===== config.mk =====
export PLATFORM = sky130hd
export DESIGN_NAME = pixel_serializer
export DESIGN_NICKNAME = d
export VERILOG_FILES = /design/src/rtl/vgade0_pkg.sv /design/src/rtl/blink_timer.sv /design/src/rtl/pixel_serializer.sv
export SDC_FILE = /design/constraint.sdc
export NUM_CORES = 1
export LEC_CHECK = 0
export ABC_AREA = 1
export CAP_MARGIN = 20
export CORE_MARGIN = 2
export CORE_UTILIZATION = 50
export DETAILED_ROUTE_END_ITERATION = 8
export PLACE_DENSITY = 0.8
export SETUP_SLACK_MARGIN = 0.15
export SLEW_MARGIN = 20
export SYNTH_ARGS = -nofsm -noshare
export SYNTH_HDL_FRONTEND = slang
export SYNTH_HIERARCHICAL = 1
export SYNTH_SLANG_ARGS = --single-unit

===== constraint.sdc =====
create_clock -name clk -period 3.3 [get_ports clk]
set_input_delay 0.66 -clock clk [delete_from_list [all_inputs] [get_ports clk]]
set_output_delay 0.66 -clock clk [all_outputs]
set_load 0.1 [all_outputs]

===== src/rtl/vgade0_pkg.sv =====
// Shared definitions for the character-cell video pipeline.
package vgade0_pkg;

  localparam int CHARWIDTH = 8;
  localparam int RGB_W     = 3;
  localparam int CNT_W     = $clog2(CHARWIDTH);

  localparam logic [CNT_W-1:0] LAST_BIT = CNT_W'(CHARWIDTH - 1);

  typedef enum logic {
    IDLE  = 1'b0,
    SHIFT = 1'b1
  } state_e;

  // Colour of one glyph pixel: set bits use fg unless the blink dims them.
  function automatic logic [RGB_W-1:0] pick_rgb(input logic             bit_v,
                                                input logic             dim,
                                                input logic [RGB_W-1:0] f,
                                                input logic [RGB_W-1:0] b);
    return (bit_v && !dim) ? f : b;
  endfunction

endpackage


===== src/rtl/blink_timer.sv =====
// Frame counter that produces the character blink phase.
// Built into the serializer only when VGADE0_BLINK_EN is defined.
module blink_timer
#(
  parameter int BLINK_BIT = 4
)
(
  input  logic clk,
  input  logic reset_n,
  input  logic frame_start,
  output logic phase
);

  logic [7:0] frame_cnt_q;

  // Count frames; the counter wraps naturally from 255 to 0.
  always_ff @(posedge clk or negedge reset_n) begin
    if (!reset_n) begin
      frame_cnt_q <= 8'd0;
    end else if (frame_start) begin
      frame_cnt_q <= frame_cnt_q + 8'd1;
    end
  end

  assign phase = frame_cnt_q[BLINK_BIT];

endmodule


===== src/rtl/pixel_serializer.sv =====
// Glyph-row serializer: turns an 8-bit character-generator row plus
// fg/bg attributes into one registered RGB pixel per clock.
// Optional blink support is compiled in with `define VGADE0_BLINK_EN.
//
// Handshake: load is a one-cycle strobe with no back-pressure; row_pixels
// and the attributes are valid only in the cycle load is high. The source
// must present the next row in the cycle the last bit is on screen
// (counter==7); earlier sets overrun, later sets underrun.
module pixel_serializer
  import vgade0_pkg::*;
#(
  parameter int               BLINK_BIT = 4,
  parameter logic [RGB_W-1:0] BLANK_RGB = 3'b000
)
(
  input  logic                 clk,
  input  logic                 reset_n,
  input  logic                 load,
  input  logic [CHARWIDTH-1:0] row_pixels,
  input  logic [RGB_W-1:0]     fg,
  input  logic [RGB_W-1:0]     bg,
  input  logic                 blink,
  input  logic                 frame_start,
  input  logic                 blank,
  output logic [RGB_W-1:0]     pixel_rgb,
  output logic                 busy,
  output logic                 underrun,
  output logic                 overrun,
  output state_e               state_dbg
);

  state_e               state_q, state_d;
  logic [CNT_W-1:0]     cnt_q, cnt_d;
  logic [CHARWIDTH-1:0] shreg_q, shreg_d;
  logic [RGB_W-1:0]     fg_q, fg_d, bg_q, bg_d;
  logic                 blink_q, blink_d;
  logic [RGB_W-1:0]     pix_q, pix_d;
  logic                 underrun_q, underrun_d;
  logic                 overrun_q, overrun_d;
  logic                 dim_new;  // blink dims the row being loaded
  logic                 dim_cur;  // blink dims the row in flight

`ifdef VGADE0_BLINK_EN
  logic phase;

  blink_timer #(.BLINK_BIT(BLINK_BIT)) u_blink_timer (
    .clk         (clk),
    .reset_n     (reset_n),
    .frame_start (frame_start),
    .phase       (phase)
  );

  assign dim_new = blink & phase;
  assign dim_cur = blink_q & phase;
`else
  // Blink is ignored in this build; these only keep the inputs referenced.
  localparam int unused_blink_bit = BLINK_BIT;
  logic unused_blink;
  assign unused_blink = ^{blink_q, frame_start};
  assign dim_new      = 1'b0;
  assign dim_cur      = 1'b0;
`endif

  // State, datapath and flag registers.
  always_ff @(posedge clk or negedge reset_n) begin
    if (!reset_n) begin
      state_q    <= IDLE;
      cnt_q      <= '0;
      shreg_q    <= '0;
      fg_q       <= '0;
      bg_q       <= '0;
      blink_q    <= 1'b0;
      pix_q      <= BLANK_RGB;
      underrun_q <= 1'b0;
      overrun_q  <= 1'b0;
    end else begin
      state_q    <= state_d;
      cnt_q      <= cnt_d;
      shreg_q    <= shreg_d;
      fg_q       <= fg_d;
      bg_q       <= bg_d;
      blink_q    <= blink_d;
      pix_q      <= pix_d;
      underrun_q <= underrun_d;
      overrun_q  <= overrun_d;
    end
  end

  // Next state: load always wins, otherwise shift or fall back to IDLE.
  // The pixel register is loaded with the colour of the bit that will be
  // current after this edge, which gives load-to-first-pixel latency of 1.
  always_comb begin
    state_d    = state_q;
    cnt_d      = cnt_q;
    shreg_d    = shreg_q;
    fg_d       = fg_q;
    bg_d       = bg_q;
    blink_d    = blink_q;
    pix_d      = bg_q;
    underrun_d = underrun_q;
    overrun_d  = overrun_q;

    if (load) begin
      state_d = SHIFT;
      cnt_d   = '0;
      shreg_d = row_pixels;
      fg_d    = fg;
      bg_d    = bg;
      blink_d = blink;
      pix_d   = pick_rgb(row_pixels[CHARWIDTH-1], dim_new, fg, bg);
      if (state_q == SHIFT && cnt_q != LAST_BIT) begin
        overrun_d = 1'b1;
      end
    end else if (state_q == SHIFT) begin
      if (cnt_q == LAST_BIT) begin
        state_d = IDLE;
        pix_d   = bg_q;
        if (!blank) begin
          underrun_d = 1'b1;
        end
      end else begin
        shreg_d = {shreg_q[CHARWIDTH-2:0], 1'b0};
        cnt_d   = cnt_q + CNT_W'(1);
        pix_d   = pick_rgb(shreg_q[CHARWIDTH-2], dim_cur, fg_q, bg_q);
      end
    end

    // Blanking overrides the colour only; shifting carries on underneath.
    if (blank) begin
      pix_d = BLANK_RGB;
    end
  end

  assign pixel_rgb = pix_q;
  assign busy      = (state_q == SHIFT);
  assign underrun  = underrun_q;
  assign overrun   = overrun_q;
  assign state_dbg = state_q;

endmodule

==> results of run 1 <==
-- placed cells by master (no fill, tap or decap) --
| master | synthesis | routed |
|---|---|---|
| buf_4 | 1 | 8 |
| nand2_4 | 2 | 2 |
| clkdlybuf4s50_1 | 0 | 16 |
| a21boi_1 | 3 | 3 |
| o21a_1 | 1 | 1 |
| ha_1 | 2 | 2 |
| nor2_8 | 1 | 1 |
| nand3_2 | 1 | 1 |
| o21bai_1 | 2 | 2 |
| nand2_1 | 37 | 37 |
| clkbuf_4 | 0 | 3 |
| buf_2 | 0 | 1 |
| nand3_1 | 13 | 13 |
| inv_1 | 3 | 3 |
| dfrtp_1 | 22 | 22 |
| nor2_1 | 21 | 21 |
| inv_4 | 2 | 2 |
-- flip-flops by register name, summed over array words and instances (netlist names) --
signal and flops:
shreg_q 7, bg_q 3, cnt_q 3, fg_q 3
pixel_rgb 3, busy 1, overrun 1, underrun 1
-- Yosys cell counts --
cell / instances
nand2_4: 2
buf_6: 2
dfrtp_1: 22
o21a_1: 1
o21bai_1: 2
nand3_1: 13
inv_1: 3
nor2_8: 1
nor2_1: 21
nand2_1: 37
inv_4: 2
buf_4: 1
nand3_2: 1
ha_1: 2
a21boi_1: 3
-- layout make-up --
cell class	count	area share, %
Sequential cell	22	43.65
Multi-Input combinational cell	83	32.14
Timing Repair Buffer	25	17.86
Tap cell	27	2.679
Inverter	5	1.885
Clock buffer	3	1.786
-- power by group through the flow --
stage          sequential [mW]  clock [mW]  combinational [mW]
3_5_place_dp             0.340           0               0.218
5_1_grt                  0.340       0.137               0.234
4_1_cts                  0.335       0.124               0.219
3_3_place_gp             0.337           0               0.213
2_1_floorplan            0.411           0              0.0841
6_report                 0.335       0.115               0.215
-- cell families (layout without fill, tap and decap cells) --
family / count (synthesis) / after routing / synth area share (%)
compound gates: 6 / 6 / 4.461
fa+ha+maj: 2 / 2 / 2.478
buf+inv: 8 / 33 / 5.328
flops: 22 / 22 / 54.52
simple gates: 75 / 75 / 33.21
-- stage by stage --
stage               worst slack (ps)  std cells
floorplan                       1208        113
global placement                1175        162
detailed placement              1169        162
CTS                             1473        165
global route                    1414        165
finish                          1471        165
-- worst paths after layout --
path / slack, ps / end / cells past startpoint
setup / recovery: 1470 / shreg_q[2] / 7
hold / removal: 300 / fg_q[1] / 1
setup reg to reg: 1880 / shreg_q[2] / 8
hold reg to reg: 490 / shreg_q[0] / 2
max in group asynchronous: 2670 / shreg_q[1] / 1
min in group clk: 490 / shreg_q[0] / 2
-- routing by layer --
metal	up-vias	wire length [µm]
met3	4	83
li1	409	-
met2	19	926
met4	0	27
met5	-	0
met1	364	804
==> results.tsv, run 1 <==
metric	value	unit
run_status	complete, no violations	
relSlewSlack	67.74	%
cts_sinks	22	
setup_viol	0	
dr_total_vias	796	
synth_top_area_share	54.52	%
critical_path_class	input port to register	
cts-hold-fix-buffers	0	
clk_pin_slew_worst_paths	110	ps
routed_via_density	4.824	
drtIter0Drc	10	
fillers	168	
synth.avg_cell_area	8.936	µm²
overflow	0	
dieArea	0.002395	mm²
post_cts_buffers	0	
crit_path_top_delay_cell	clkdlybuf4s50_1	
ant_nets	0	
worst_pin_slew	483.9	ps
clock.fmax	0.5468	GHz
synth.area.top_cells	dfrtp_1 (55%), nand2_1 (14%), nor2_1 (7.8%)	
cts_tree	built	
synth_cell_types	15	
finalHoldWorstSlack	301.3	ps
syn_to_final_growth	24.91	%
cts_buffer_depth	2	
crit_path_end_kind	register	
comb_power_share	32.4	%
insertion_delay	300	ps
wl_per_cell	11.16	µm
rows	16	
io_buffer_count	24	
ys_seq_elements	22	
htreeDepth	1	
cts_root_buf	clkbuf_4	
cts-resized-gates	0	
globalplace.congestion	0.7617	
synth.yosys.seq_area_share	54.52	%
grt_setup_unrepaired	false	
min_path_type	input port to async pin	
leakage	0.6201	nW
cap_violations	0	
met3_usage	3.988	%
grt_max_degree	23	
crit_required	3490	ps
fp.dieH	48.94	µm
critical_path_buf_inv_count	4	
gr-max-usage-layer	met2	
wirelength	1842	µm
synthCells	113	
dpl.hpwl	1397	µm
finalHoldViolCount	0	
ir_drop	0.3899	mV
insertedDiodeCount	0	
register_area	550.5	µm²
multi_input_area	405.4	µm²
seq_power_share	50.4	%
drcViolationCount	0	
path_max_fanout	12	
antenna_found_initial	0	
period_needed	1829	ps
grt_pass1_wl	3408	µm
yosysTopAreaCell	dfrtp_1	
syn_area	0.001010	mm²
p_total	664.9	µW
fin_skew	6.245	ps
power.density	527.2	mW/mm²
placed_cell_area	0.001244	mm²
firstDrtPassIters	4	
start_util	52.00	%
use_met2	31.05	%
crit_family	buffers and inverters	
fin_tns_setup	0	ps
timing.rr.start	cnt_q[0]	
final_core_util	64.95	%
drive_gt1_share	13.04	%
arrival	2020	ps
power_switching_share	36.27	%
crit_path_start_kind	input port	
finalMaxSlewViolations	0	
p_sw	241.2	µW
coreArea	0.001942	mm²
crit_path_max_incr_delay	720	ps
ys.warnings.count	6	
p_int	423.7	µW
grt_usage	18.20	%
grt_use_met1	22.42	%
clkPwrFrac	17.2	%
cpMostUsedCell	inv_4	
ios	27	
final_area	0.001261	mm²
startpoint	load	
synth_nets	135	
finalCritPeriodShare	55.42	%
cts_made_buffers	3	
cp_cell_sequence	clkdlybuf4s50_1 -> buf_4 -> inv_4 -> nand2_4 -> inv_4 -> nand2_1 -> nand3_1	
grt_pass1_vias	784	
die_w	48.94	µm
fin_nets	162	
Note: power is estimated with default switching activity, not from simulation.
==> run 2, diff against run 1 <==
--- a/config.mk
+++ b/config.mk
@@ -8,9 +8,9 @@
 export ABC_AREA = 1
 export CAP_MARGIN = 20
 export CORE_MARGIN = 2
-export CORE_UTILIZATION = 50
+export CORE_UTILIZATION = 46
 export DETAILED_ROUTE_END_ITERATION = 8
-export PLACE_DENSITY = 0.8
+export PLACE_DENSITY = 0.75
 export SETUP_SLACK_MARGIN = 0.15
 export SLEW_MARGIN = 20
 export SYNTH_ARGS = -nofsm -noshare
==> constraint.sdc (replaced) <==
create_clock -name clk -period 1.74 [get_ports clk]
set_input_delay 0.348 -clock clk [delete_from_list [all_inputs] [get_ports clk]]
set_output_delay 0.348 -clock clk [all_outputs]
set_load 0.1 [all_outputs]
==> results.tsv, run 2 (synthesis gave the netlist of run 1 again) <==
metric	value	unit
p_sw	487.0	µW
fin_tns_setup	0	ps
fp.dieH	50.85	µm
final_core_util	68.69	%
cts_root_buf	clkbuf_4	
p_int	910.6	µW
post-place-cells	163	
grt_max_degree	23	
regMostFlops	shreg_q	
crit_family	flip-flops	
ios	27	
coreArea	0.002022	mm²
final_area	0.001389	mm²
drcViolationCount	0	
arrival	1620	ps
clk_pin_slew_worst_paths	120	ps
power.density	1006	mW/mm²
io_buffer_count	24	
layout_commonest_cell	nand2_1	
path_max_fanout	9	
cts_sinks	22	
cp_cell_sequence	ha_1 -> ha_1 -> inv_1 -> nand2_4 -> nand2_4 -> inv_4 -> nand2_1 -> nand3_1	
fin_skew	2.825	ps
finalMaxSlewViolations	0	
rows	16	
fin_nets	163	
dpl.hpwl	1383	µm
crit_path_start_kind	register	
relSlewSlack	82.09	%
die_w	50.85	µm
critical_path_buf_inv_count	2	
routed_via_density	4.790	
p_total	1.398	mW
htreeDepth	1	
crit_path_top_delay_cell	dfrtp_1	
cts_tree	built	
comb_power_share	33.6	%
period_needed	1416	ps
finalHoldViolCount	0	
leakage	0.6700	nW
firstDrtPassIters	4	
overflow	0	
globalplace.congestion	0.7893	
final_cell_mix	nand2_1 (37), nor2_1 (21), dfrtp_1 (21)	
drive_gt1_share	14.29	%
grt_pass1_vias	792	
post_cts_buffers	0	
antenna_found_initial	0	
insertion_delay	310	ps
largest_reg_flops	7	
grt_pass1_wl	3263	µm
ant_nets	0	
dr_total_vias	800	
cts_made_buffers	3	
clkPwrFrac	20.1	%
worst_pin_slew	268.7	ps
cap_violations	0	
dieArea	0.002586	mm²
crit_required	1940	ps
power_switching_share	34.85	%
wirelength	1812	µm
cts-hold-fix-buffers	0	
crit_path_max_incr_delay	420	ps
clock.fmax	0.7060	GHz
cts_buffer_depth	2	
grt_usage	17.18	%
placed_cell_area	0.001353	mm²
start_util	49.94	%
fillers	167	
critical_path_class	register to register	
crit_path_end_kind	register	
setup_viol	0	
drtIter0Drc	12	
run_status	complete, no violations	
wl_per_cell	10.85	µm
seq_power_share	46.3	%
syn_to_final_growth	37.55	%
finalCritPeriodShare	81.41	%
cts-resized-gates	0	
insertedDiodeCount	0	
min_path_type	input port to async pin	
ir_drop	0.8390	mV
finalNonFillerCells	167	
grt_setup_unrepaired	false	
==> run 2: layout make-up <==
class	instances	area, µm²	share of cell area (%)
Timing Repair Buffer	26	337.8	24.32
Tap cell	27	33.78	2.432
Inverter	5	23.77	1.712
Multi-Input combinational cell	83	405.4	29.19
Clock buffer	4	36.28	2.613
Sequential cell	22	551.8	39.73
==> run 2: path summary, 6_finish.rpt <==
kind / to / startpoint / cells past startpoint / slack, ps
max: shreg_q[3] / cnt_q[0] / 8 / 320
min: underrun / reset_n / 2 / 370
max reg2reg: shreg_q[3] / cnt_q[0] / 8 / 320
min reg2reg: shreg_q[0] / shreg_q[0] / 2 / 490
max in group asynchronous: busy / reset_n / 2 / 1140
min in group clk: shreg_q[0] / shreg_q[0] / 2 / 490
==> run 2: layer usage <==
| metal | vias up | part of all wire [%] | track usage [%] |
|---|---|---|---|
| met5 | - | 0 | 0 |
| met4 | 0 | 1.5 | 9.910 |
| met3 | 6 | 5.2 | 3.509 |
| met2 | 23 | 47 | 28.51 |
| met1 | 360 | 46 | 20.78 |
| li1 | 411 | - | - |
==> run 2: metrics by stage <==
stage	setup slack, ps	hold WS [ps]
5_1_grt	178.4	392.7
3_3_place_gp	251.9	455.2
6_report	323.5	368.4
2_1_floorplan	290.6	52.41
4_1_cts	321.1	374.2
3_5_place_dp	217.7	467.3
==> run 2: worst register-to-register path: stages, from the launching register on <==
cell and delay [ps]:
dfrtp_1 420, ha_1 210, ha_1 190, inv_1 120, nand2_4 100, nand2_4 90, inv_4 60, nand2_1 50
nand3_1 70
==> run 2: power by group through the flow <==
| stage | sequential (mW) | combinational, mW | clock [mW] |
|---|---|---|---|
| CTS | 0.647 | 0.476 | 0.293 |
| global placement | 0.652 | 0.462 | 0 |
| floorplan | 0.779 | 0.159 | 0 |
| global route | 0.658 | 0.516 | 0.310 |
| finish | 0.647 | 0.470 | 0.280 |
| detailed placement | 0.657 | 0.475 | 0 |
==> run 3, diff against run 2 <==
--- a/config.mk
+++ b/config.mk
@@ -8,9 +8,9 @@
 export ABC_AREA = 1
 export CAP_MARGIN = 20
 export CORE_MARGIN = 2
-export CORE_UTILIZATION = 46
+export CORE_UTILIZATION = 42
 export DETAILED_ROUTE_END_ITERATION = 8
-export PLACE_DENSITY = 0.75
+export PLACE_DENSITY = 0.72
 export SETUP_SLACK_MARGIN = 0.15
 export SLEW_MARGIN = 20
 export SYNTH_ARGS = -nofsm -noshare
==> constraint.sdc (replaced) <==
create_clock -name clk -period 1.2 [get_ports clk]
set_input_delay 0.24 -clock clk [delete_from_list [all_inputs] [get_ports clk]]
set_output_delay 0.24 -clock clk [all_outputs]
set_load 0.1 [all_outputs]
==> results.tsv, run 3 (synthesis gave the netlist of run 1 again) <==
metric	value	unit
run_status	finished, violations left	
violations	negative setup slack	
io_buffer_count	24	
grt_pass1_wl	3339	µm
period_needed	1300	ps
crit_path_end_kind	register	
ant_nets	0	
setup_slack	-100.1	ps
wl_met1	872	µm
drtIter0Drc	18	
placed_cell_area	0.001403	mm²
insertion_delay	300	ps
dpl.hpwl	1491	µm
antenna_found_initial	0	
power.density	1487	mW/mm²
dieArea	0.002812	mm²
cts_made_buffers	3	
register_area	560.5	µm²
routed.top_layer	met4	
grt_pass1_vias	807	
finalMaxSlewViolations	0	
ir_drop	1.004	mV
regMostFlops	shreg_q	
clock.fmax	0.7692	GHz
cap_violations	0	
wl_met3	121	µm
ios	27	
grt_setup_unrepaired	true	
fin_nets	168	
dr_total_vias	874	
cts_sinks	22	
globalplace.congestion	0.7247	
relSlewSlack	87.69	%
wl_per_cell	11.64	µm
cts_tree	built	
crit_family	flip-flops	
finalHoldViolCount	0	
final_cell_mix	nand2_1 (33), nor2_1 (20), clkdlybuf4s50_1 (17)	
start_util	45.21	%
final_area	0.001534	mm²
fin_tns_setup	-1012	ps
cp_cell_sequence	ha_2 -> ha_4 -> inv_6 -> nand3_4 -> a21boi_1 -> nor2_2	
cts_buffer_depth	2	
htreeDepth	1	
crit_path_max_incr_delay	410	ps
insertedDiodeCount	0	
path_max_fanout	6	
grt_usage	16.56	%
arrival	1500	ps
drive_gt1_share	28.28	%
setup_viol	16	
drcViolationCount	0	
rows	17	
wl_met2	999	µm
min_path_type	input port to async pin	
fin_skew	4.011	ps
multi_input_area	476.7	µm²
firstDrtPassIters	4	
cts_root_buf	clkbuf_4	
syn_to_final_growth	51.92	%
die_w	53.03	µm
fp.dieH	53.03	µm
leakage	0.7100	nW
crit_path_top_delay_cell	dfrtp_1	
place_ws	-154.0	ps
crit_path_start_kind	register	
clk_pin_slew_worst_paths	120	ps
crit_required	1400	ps
final_core_util	68.68	%
fillers	181	
routed_via_density	5.052	
critical_path_buf_inv_count	1	
largest_reg_flops	7	
overflow	0	
coreArea	0.002233	mm²
critical_path_class	register to register	
worst_pin_slew	183.9	ps
layout_commonest_cell	nand2_1	
grt_max_degree	23	
finalCritPeriodShare	108.3	%
wirelength	2013	µm
run 3: cell count changes in the layout (fill, tap and decap cells not counted), sizes merged:
cell and delta:
buf +5, bufinv +1, clkbuf -1
run 3: cell type report:
class                   count  area share [%]
clock inverters             1           1.958
clock buffers               3           1.468
well taps                  28           2.284
multi-input cells          83           31.08
repair buffers             31           24.47
inverters                   5           2.202
flip-flops and latches     22           36.54
run 3: power by group:
group | leakage, nW | internal (mW) | total [mW] | switching, mW
Combinational | 0.426 | 0.338 | 0.774 | 0.436
Sequential | 0.256 | 0.863 | 0.952 | 0.0894
Clock | 0.0279 | 0.338 | 0.555 | 0.218
run 3: path summary, 6_finish.rpt:
kind,startpoint,endpoint,slack [ps],cells after the start
max,cnt_q[0],pixel_rgb[2],-100,6
min,reset_n,pixel_rgb[1],260,2
max reg2reg,cnt_q[0],pixel_rgb[2],-100,6
min reg2reg,cnt_q[1],cnt_q[1],500,2
max in group asynchronous,reset_n,pixel_rgb[0],790,2
min in group clk,row_pixels[0],shreg_q[0],460,3
run 3: through the flow:
stage | power [mW] | instances | hold slack, ps
finish | 2.282 | 173 | 263.2
global route | 2.416 | 173 | 258.7
CTS | 2.285 | 173 | 266.7
detailed placement | 1.685 | 167 | 475.2
global placement | 1.658 | 167 | 454.5
floorplan | 1.393 | 113 | -55.59
run 3: what timing repair did:
| item | CTS | global route |
|---|---|---|
| hold buffers | 0 | 0 |
| pin swaps | 3 | 8 |
| setup buffers | 2 | 0 |
| gates cloned | 0 | 0 |
| endpoints found under the setup margin | 22 | 23 |
| gates resized for setup | 5 | 10 |
run 3: routing by layer:
metal,global-route usage [%],vias up
li1,-,422
met1,20.73,416
met2,28.13,34
met3,2.825,2
met4,6.838,0
met5,0,-
